===== config.mk =====
export PLATFORM = sky130hd
export DESIGN_NAME = jump_encoder_flat
export DESIGN_NICKNAME = d
export VERILOG_FILES = /design/src/rtl/jump_encoder_pkg.sv /design/src/rtl/jump_encoder_if.sv /design/src/rtl/jenc_fifo2.sv /design/src/rtl/jump_encoder.sv /design/src/flat_wrapper.sv
export SDC_FILE = /design/constraint.sdc
export NUM_CORES = 1
export LEC_CHECK = 0
export ABC_AREA = 1
export BUFFER_PORTS_ARGS = -buffer_cell sky130_fd_sc_hd__buf_2
export CAP_MARGIN = 5
export CORE_MARGIN = 5
export CORE_UTILIZATION = 52
export CTS_CLUSTER_DIAMETER = 100
export DETAILED_ROUTE_END_ITERATION = 12
export GPL_TIMING_DRIVEN = 0
export MAX_ROUTING_LAYER = met4
export PLACE_DENSITY = 0.83
export SETUP_SLACK_MARGIN = 0.15
export SLEW_MARGIN = 20
export SYNTH_ARGS = -nofsm -noshare
export SYNTH_HDL_FRONTEND = slang
export SYNTH_SLANG_ARGS = --single-unit

===== constraint.sdc =====
create_clock -name clk -period 3.26 [get_ports clk]
set_input_delay 0.326 -clock clk [delete_from_list [all_inputs] [get_ports clk]]
set_output_delay 0.326 -clock clk [all_outputs]
set_load 0.05 [all_outputs]

===== src/rtl/jump_encoder_pkg.sv =====
// Shared MIPS definitions: J-type opcodes, error-bit positions and the jump encoder.
package mips_defs;

  localparam logic [5:0] OP_J   = 6'b000010;
  localparam logic [5:0] OP_JAL = 6'b000011;

  localparam int ERR_MISALIGN = 0;
  localparam int ERR_REGION   = 1;

  typedef struct packed {
    logic [31:0] instr;
    logic [1:0]  err;
  } jenc_entry_t;

  localparam int JENC_ENTRY_W = $bits(jenc_entry_t);

  // The reachable 256 MB region comes from the delay-slot address, so pc+4 may cross into the next one.
  function automatic jenc_entry_t jenc_encode(input logic [31:0] pc,
                                              input logic [31:0] target,
                                              input logic        link);
    jenc_entry_t e;
    logic [3:0]  region;
    region                = 4'((pc + 32'd4) >> 28);
    e.err                 = '0;
    e.err[ERR_MISALIGN]   = (target[1:0] != 2'b00);
    e.err[ERR_REGION]     = (target[31:28] != region);
    e.instr               = (e.err == 2'b00) ? {(link ? OP_JAL : OP_J), target[27:2]} : 32'h0000_0000;
    return e;
  endfunction

endpackage


===== src/rtl/jump_encoder_if.sv =====
// Request/result handshake bundle of the jump encoder; slave is the encoder side.
interface jump_encoder_if;

  logic        in_valid;
  logic        in_ready;
  logic [31:0] in_pc;
  logic [31:0] in_target;
  logic        in_link;
  logic        out_valid;
  logic        out_ready;
  logic [31:0] out_instr;
  logic [1:0]  out_err;

  modport slave (
    input  in_valid, in_pc, in_target, in_link, out_ready,
    output in_ready, out_valid, out_instr, out_err
  );

  modport master (
    output in_valid, in_pc, in_target, in_link, out_ready,
    input  in_ready, out_valid, out_instr, out_err
  );

endinterface


===== src/rtl/jenc_fifo2.sv =====
// Two-entry FIFO with synchronous flush; data visible at head one edge after push.
// Push is ignored when full, pop ignored when empty; flush overrides both.
module jenc_fifo2 #(
  parameter int W = 34
) (
  input  logic         clk,
  input  logic         rst_n,
  input  logic         flush,
  input  logic         push,
  input  logic [W-1:0] push_dat,
  input  logic         pop,
  output logic         full,
  output logic         empty,
  output logic [W-1:0] head_dat
);

  logic [1:0]   count;
  logic         wr_ptr;
  logic         rd_ptr;
  logic [W-1:0] mem [2];
  logic         push_ok;
  logic         pop_ok;

  assign full     = (count == 2'd2);
  assign empty    = (count == 2'd0);
  assign push_ok  = push && !full;
  assign pop_ok   = pop && !empty;
  assign head_dat = empty ? '0 : mem[rd_ptr];

  always_ff @(posedge clk) begin
    if (push_ok && !flush) mem[wr_ptr] <= push_dat;
  end

  always_ff @(posedge clk or negedge rst_n) begin
    if (!rst_n) begin
      count  <= 2'd0;
      wr_ptr <= 1'b0;
      rd_ptr <= 1'b0;
    end else if (flush) begin
      count  <= 2'd0;
      wr_ptr <= 1'b0;
      rd_ptr <= 1'b0;
    end else begin
      if (push_ok) wr_ptr <= ~wr_ptr;
      if (pop_ok)  rd_ptr <= ~rd_ptr;
      // With one entry, push+pop keeps count at 1 and the new entry becomes head.
      case ({push_ok, pop_ok})
        2'b10:   count <= count + 2'd1;
        2'b01:   count <= count - 2'd1;
        default: count <= count;
      endcase
    end
  end

endmodule


===== src/rtl/jump_encoder.sv =====
// Encodes j/jal into a J-type word (nop on error) and buffers {instr, err}; result valid one edge after accept.
// in_ready drops only when both buffer entries are held, independent of out_ready; flush discards everything.
module jump_encoder
  import mips_defs::*;
#(
  parameter int CNT_W = 16
) (
  input  logic             clk,
  input  logic             rst_n,
  input  logic             flush,
  jump_encoder_if.slave    bus,
  output logic [CNT_W-1:0] err_cnt
);

  jenc_entry_t enc;
  jenc_entry_t head;
  logic        ready_q;
  logic        full;
  logic        empty;
  logic        push;
  logic        pop;

  assign enc = jenc_encode(bus.in_pc, bus.in_target, bus.in_link);

  // ready_q keeps in_ready low while in reset and raises it on the first edge afterwards.
  always_ff @(posedge clk or negedge rst_n) begin
    if (!rst_n) ready_q <= 1'b0;
    else        ready_q <= 1'b1;
  end

  assign bus.in_ready  = ready_q && !full;
  assign push          = bus.in_valid && bus.in_ready && !flush;
  assign pop           = bus.out_valid && bus.out_ready;
  assign bus.out_valid = !empty;
  assign bus.out_instr = head.instr;
  assign bus.out_err   = head.err;

  jenc_fifo2 #(
    .W (JENC_ENTRY_W)
  ) u_fifo (
    .clk      (clk),
    .rst_n    (rst_n),
    .flush    (flush),
    .push     (push),
    .push_dat (enc),
    .pop      (pop),
    .full     (full),
    .empty    (empty),
    .head_dat (head)
  );

  always_ff @(posedge clk or negedge rst_n) begin
    if (!rst_n) begin
      err_cnt <= '0;
    end else if (push && (enc.err != 2'b00) && (err_cnt != '1)) begin
      err_cnt <= err_cnt + 1'b1;
    end
  end

endmodule

===== src/flat_wrapper.sv =====
// flat-port wrapper written by rule: the top's interface ports become plain ports
module jump_encoder_flat import mips_defs::*;
#(
  parameter int CNT_W = 16
)
  (clk, rst_n, flush, err_cnt, bus_in_valid, bus_in_pc, bus_in_target, bus_in_link, bus_out_ready, bus_in_ready, bus_out_valid, bus_out_instr, bus_out_err);
  jump_encoder_if bus_i ();
  input  logic clk;
  input  logic rst_n;
  input  logic flush;
  output logic [CNT_W-1:0] err_cnt;
  input wire logic [$bits(bus_i.in_valid)-1:0] bus_in_valid;
  input wire logic [$bits(bus_i.in_pc)-1:0] bus_in_pc;
  input wire logic [$bits(bus_i.in_target)-1:0] bus_in_target;
  input wire logic [$bits(bus_i.in_link)-1:0] bus_in_link;
  input wire logic [$bits(bus_i.out_ready)-1:0] bus_out_ready;
  output wire logic [$bits(bus_i.in_ready)-1:0] bus_in_ready;
  output wire logic [$bits(bus_i.out_valid)-1:0] bus_out_valid;
  output wire logic [$bits(bus_i.out_instr)-1:0] bus_out_instr;
  output wire logic [$bits(bus_i.out_err)-1:0] bus_out_err;
  assign bus_i.in_valid = bus_in_valid;
  assign bus_i.in_pc = bus_in_pc;
  assign bus_i.in_target = bus_in_target;
  assign bus_i.in_link = bus_in_link;
  assign bus_i.out_ready = bus_out_ready;
  assign bus_in_ready = bus_i.in_ready;
  assign bus_out_valid = bus_i.out_valid;
  assign bus_out_instr = bus_i.out_instr;
  assign bus_out_err = bus_i.out_err;
  jump_encoder #(.CNT_W(CNT_W)) u_core (.clk(clk), .rst_n(rst_n), .flush(flush), .bus(bus_i), .err_cnt(err_cnt));
endmodule

After elaboration in Yosys (flattened, before gate mapping)
Memories as Yosys holds them, arrays and structs flattened.
Index checks and enable logic that the tools add are counted.
- memories kept: 1
- bits in writable memories: 68
- register bits after elaboration: 21
- input bits: 70
- bitwise logic cells: 2
- equality and inequality tests: 5
- reduce and logical (&&, ||, !) cells: 19
- mux-type cells: 11
- add/subtract/negate cells: 4
- memory list (memory ; depth ; bits a word ; read ports ; clocked after memory_dff ; write ports ; RTL line ; RTL):
    u_core.u_fifo.mem ; 2 ; 34 ; 1 ; 0 ; 1 ; jenc_fifo2.sv:20 ; logic [W-1:0] mem [2];
- operator list (operator ; number):
    2-to-1 mux 34 bit ; 1
    adder 32 x 3 -> 32 bit (second input constant) ; 1
    2-to-1 mux 32 bit ; 1
    adder 16 x 1 -> 16 bit (second input constant) ; 1
    != test 16 bit (second input constant) ; 1
    logical AND 1 bit ; 9
    nonzero test 2 bit ; 4
    2-to-1 mux 1 bit ; 7
    == test 2 bit (second input constant) ; 2
    zero test 2 bit ; 2
    != test 4 bit ; 1
    one-hot mux 2 bit (2 select lines) ; 1
    zero test 1 bit ; 3
    nonzero test 3 bit ; 1
    adder 2 x 1 -> 2 bit (second input constant) ; 1
    == test 2 x 1 -> 1 bit (second input constant) ; 1
    2-to-1 mux 2 bit ; 1
    NOT 1 bit ; 2
    subtractor 2 x 1 -> 2 bit (second input constant) ; 1

Depth between registers and ports, before layout
- depth in word-level cells: 9
- mapped depth: 14

Cells and area by module
From an unflattened synthesis, not the netlist that was laid out.
- cell total of the unflattened synthesis: 507
- area, all modules: 4480.5 um^2
- modules (own cells, without submodules) (module ; area each (um^2) ; instances ; cells an instance):
    jenc_fifo2 ; 2797.7 ; 1 ; 218
    jump_encoder ; 1682.9 ; 1 ; 289

Worst setup path before layout
Ideal clock, no wire load.
- path type: reg-to-reg
- start point: register u_core.u_fifo.count[1]
- end point: memory u_core.u_fifo.mem[0][0], enable pin
- buffers on the path: 0
- stages on the path, launching flop included: 6
- slack: 742 ps
- arrival time: 2100 ps
- library setup time: 418 ps
- cells stage by stage: dfrtp_1 > inv_1 > nor2_1 > nor3b_1 > nand2_1 > nor2_1
- word-level cells in the longest chain between the ends: 9
- RTL lines (item ; RTL line ; RTL):
    start, declared ; jenc_fifo2.sv:17 ; logic [1:0] count;
    start signal, assigned ; jenc_fifo2.sv:48 ; 2'b10: count <= count + 2'd1;
    start signal, assigned ; jenc_fifo2.sv:49 ; 2'b01: count <= count - 2'd1;
    start signal, assigned ; jenc_fifo2.sv:50 ; default: count <= count;
    == test 2 bit * ; jenc_fifo2.sv:24 ; assign full = (count == 2'd2);
    zero test 1 bit * ; jenc_fifo2.sv:26, jump_encoder.sv:31 ;
    logical AND 1 bit ; jump_encoder.sv:31 ; assign bus.in_ready = ready_q && !full;
    logical AND 1 bit (2 in series) ; jump_encoder.sv:32 ; assign push = bus.in_valid && bus.in_ready && !flush;
    logical AND 1 bit * ; jenc_fifo2.sv:26 ; assign push_ok = push && !full;
    logical AND 1 bit * ; jenc_fifo2.sv:31 ; if (push_ok && !flush) mem[wr_ptr] <= push_dat;
    2-to-1 mux 1 bit * ; jenc_fifo2.sv:31 ;
    2-to-1 mux 1 bit (implied by the code) * ; jenc_fifo2.sv:31 ;
    end, declared ; jenc_fifo2.sv:20 ;
Mark *: on every way between the ends. The rest lies on a longest branch, timed or not.

Final worst setup path
- start point: register u_core.u_fifo.rd_ptr
- end point: output port bus_out_instr[5]
- word-level cells in the longest chain between the ends: 2
- RTL lines (item ; RTL line ; RTL):
    start, declared ; jenc_fifo2.sv:19 ; logic rd_ptr;
    start signal, assigned ; jenc_fifo2.sv:45 ; if (pop_ok) rd_ptr <= ~rd_ptr;
    memory (2 x 34 bit) ; - ;
    2-to-1 mux 34 bit ; jenc_fifo2.sv:28 ; assign head_dat = empty ? '0 : mem[rd_ptr];
    end, declared ; flat_wrapper.sv:19 ; output wire logic [$bits(bus_i.out_instr)-1:0] bus_out_instr;
Every way passes these cells.

==> impl_metrics.ini <==
[worst_setup_path]
crit_required_ns = 2.93
timing.critical_path.cells = inv_1 > clkbuf_1 > nand2_1 > a21oi_1 > buf_2
path_max_fanout = 10
timing.critical_path.slowest_stage_cell = dfrtp_1
timing.critical_path.to_type = primary output
worst_ep_arrival_time_ns = 1.92
reg2reg_slack_ns = 1.20
crit_type = reg2out
crit_path_max_incr_delay_ns = 0.41
crit_path_start_kind = register

[place]
placed_cells_incl_taps = 694
place.port_buffers = 115
placed_cell_area_sq_mm = 0.004891
place_hpwl_um = 7046
dpl_worst_slack_ns = 1.261
global_placement_routability_congestion = 0.9069

[route]
detail_route.first_pass.iterations = 7
drt-initial-drc-count = 184
dr_drc_count = 0
route.final.wire_length_um = 9767
drt.antenna.violating_nets = 0
detail_route.wl_per_cell_um = 13.76
via_count = 3546
via_per_inst = 4.994

[final_layout]
layout.nets = 675
fill_cells = 636
layout.cells.non_filler = 710
drive_above_1_share_pct = 25.49
multi_input_comb_area_sq_mm = 0.001491
final-seq-area_sq_mm = 0.002327
mostFrequentLayoutCell = nand2_1
final_cell_area_sq_mm = 0.005140
syn_to_final_growth_pct = 25.17
n_diodes = 0
most_used_cells_in_the_layout_excluding_fill_and_tap_cells = nand2_1, buf_2, edfxtp_1

[yosys]
synth-xor-area-share_pct = 4.052
muxShareOfSynthArea_pct = 0
cell_area_synth_sq_mm = 0.004106
synth_cell_types = 29
register_area_share_after_synthesis_pct = 56.67
synth_fa_ha_area_share_pct = 0.3047
synth_seq_cells = 81
synth-compound-area-share_pct = 4.449
synth.avg_cell_area_sq_um = 8.700
ys.warnings.count = 0
dominant_combinational_cell_family_by_area_after_synthesis = simple AND/OR/NAND/NOR gates
netlist_instances = 472
post_synth_and_or_nand_nor_area_fraction_pct = 26.69

[sta]
tightestPinTransition_ns = 0.5074
worst_setup_skew_after_layout_ns = 0.01197
worst_slack_ns = 1.011
max_freq_mhz = 444.6
timing.final.crit_share_pct = 68.99
final-setup-viol-count = 0
worst_slew_margin_rel_pct = 66.17
period_minus_slack_ns = 2.249
report.final.hold_viol_count = 0
slew_violations = 0
hold_ws_ns = 0.3024
unrepaired_setup_endpoints_after_global_routing = no
totalNegativeSetupSlack_ns = 0

[global_route]
first_global_vias = 3440
globalRouteTotalUtil_pct = 20.49
gr-total-overflow = 0
antenna_found_initial = 0
grt_start_max_net_pins = 25
grt_first_pass_wirelength_um = 15770

[power_and_ir_drop]
power_per_cell_area_mw_per_mm2 = 701.5
vdd.ir_drop.worst_uv = 532.0
p_leak_uw = 0.002471

[die]
core_area_sq_mm = 0.007727
start_util_pct = 53.14
floorplan.io_pins = 122
num_rows = 32
die-height_um = 98.87
dieWidth_um = 98.87
die_area_sq_mm = 0.009774

[clock_network]
clock_sinks = 81
cts.repair_timing.setup_buffer_count = 0
cts_htree_levels = 3
ctsResizeCount = 0
root_buffer = clkbuf_8
cts_bufs_inserted = 9
clock_latency_ns = 0.35
ctsLongestPathBuffers = 2
cts_tree = built
clk_transition_reported_paths_ns = 0.08

[flow_run]
drv_cap = 0

[run_status]
status = complete, no violations

[hold_path]
worst_hold_path_type = in2reg
-- what timing repair did --
item	CTS	global route
hold endpoints to repair	21	0
hold buffers	1	0
endpoints found under the setup margin	0	0
-- path summary, 6_finish.rpt --
check,from,cells past startpoint,end
worst max-delay path,u_core.u_fifo.rd_ptr,5,bus_out_instr[5]
worst min-delay path,flush,4,u_core.u_fifo.rd_ptr
worst max register to register,u_core.u_fifo.count[1],8,u_core.err_cnt[8]
worst min register to register,u_core.err_cnt[1],2,u_core.err_cnt[1]
max in group asynchronous,rst_n,2,u_core.ready_q
min in group asynchronous,rst_n,2,u_core.err_cnt[5]
-- area by class of cell --
class / count / share of cell area (%)
Buffer: 20 / 2.020
Clock buffer: 9 / 2.410
Clock inverter: 6 / 2.240
Inverter: 56 / 4.090
Multi-Input combinational cell: 318 / 29.02
Sequential cell: 81 / 45.28
Tap cell: 102 / 2.483
Timing Repair Buffer: 118 / 12.46
-- cells in the mapped netlist --
cell type	count	share of area, %
clkbuf_1	9	0.82
dfrtp_1	21	13
clkinv_1	1	0.091
nand4_1	16	2.4
a21oi_1	33	4.0
xor2_1	10	2.1
nor4_1	1	0.15
o21ai_0	2	0.24
nor2_1	59	5.4
inv_1	54	4.9
nand3_4	2	0.85
nand3_2	2	0.49
nand4_2	1	0.30
nand3_1	12	1.5
inv_2	1	0.091
buf_6	1	0.27
buf_2	5	0.61
nor3_1	3	0.37
nor2_2	4	0.61
conb_1	2	0.18
buf_4	4	0.73
xnor2_1	9	1.9
nand2_1	155	14
o21bai_1	1	0.18
edfxtp_1	60	44
ha_1	1	0.30
nor2_4	1	0.27
buf_1	1	0.091
nor3b_1	1	0.18
-- per-layer routing --
| metal | up-vias | GRT usage, % | routed length, um |
|---|---|---|---|
| met1 | 1640 | 25.39 | 4054 |
| met4 | 0 | 4.097 | 80 |
| met3 | 9 | 4.459 | 681 |
| met2 | 127 | 34.76 | 4950 |
| li1 | 1770 | - | - |
| met5 | - | - | 0 |
-- through the flow --
stage	total power (uW)	util [%]
after detailed placement	2745	63.29
after floorplan	2357	-
after global routing	3771	66.52
final	3606	66.52
after CTS	3625	66.52
after global placement	2708	62.39
-- flip-flops by register name, indices dropped and copies added (netlist names) --
name	flops
u_core.u_fifo.rd_ptr	1
u_core.ready_q	1
u_core.u_fifo.wr_ptr	1
u_core.err_cnt	16
u_core.u_fifo.mem	60
u_core.u_fifo.count	2
-- worst max-delay path: cells and delay by family (launching register included) --
kind,cells,cell delay (ns)
AOI/OAI and AO/OA,1,0.22
and+or+nand+nor,1,0.11
buffers and inverters,3,0.84
DFF,1,0.41
-- cell families after synthesis --
family | count (synthesis)
flip-flops | 81
XOR/XNOR | 19
AND/OR/NAND/NOR | 257
buffers and inverters | 76
adder cells (fa/ha/maj) | 1
other | 2
AO/OA/AOI/OAI | 36
-- where the power goes --
group,switching (uW),total [uW],leakage (uW),internal (uW)
Combinational,1170,1500,0.00151,325
Sequential,59.8,1230,0.000849,1170
Clock,368,878,0.000116,510
Total,1600,3610,0.00247,2000
(Power assumes the default switching activity.)
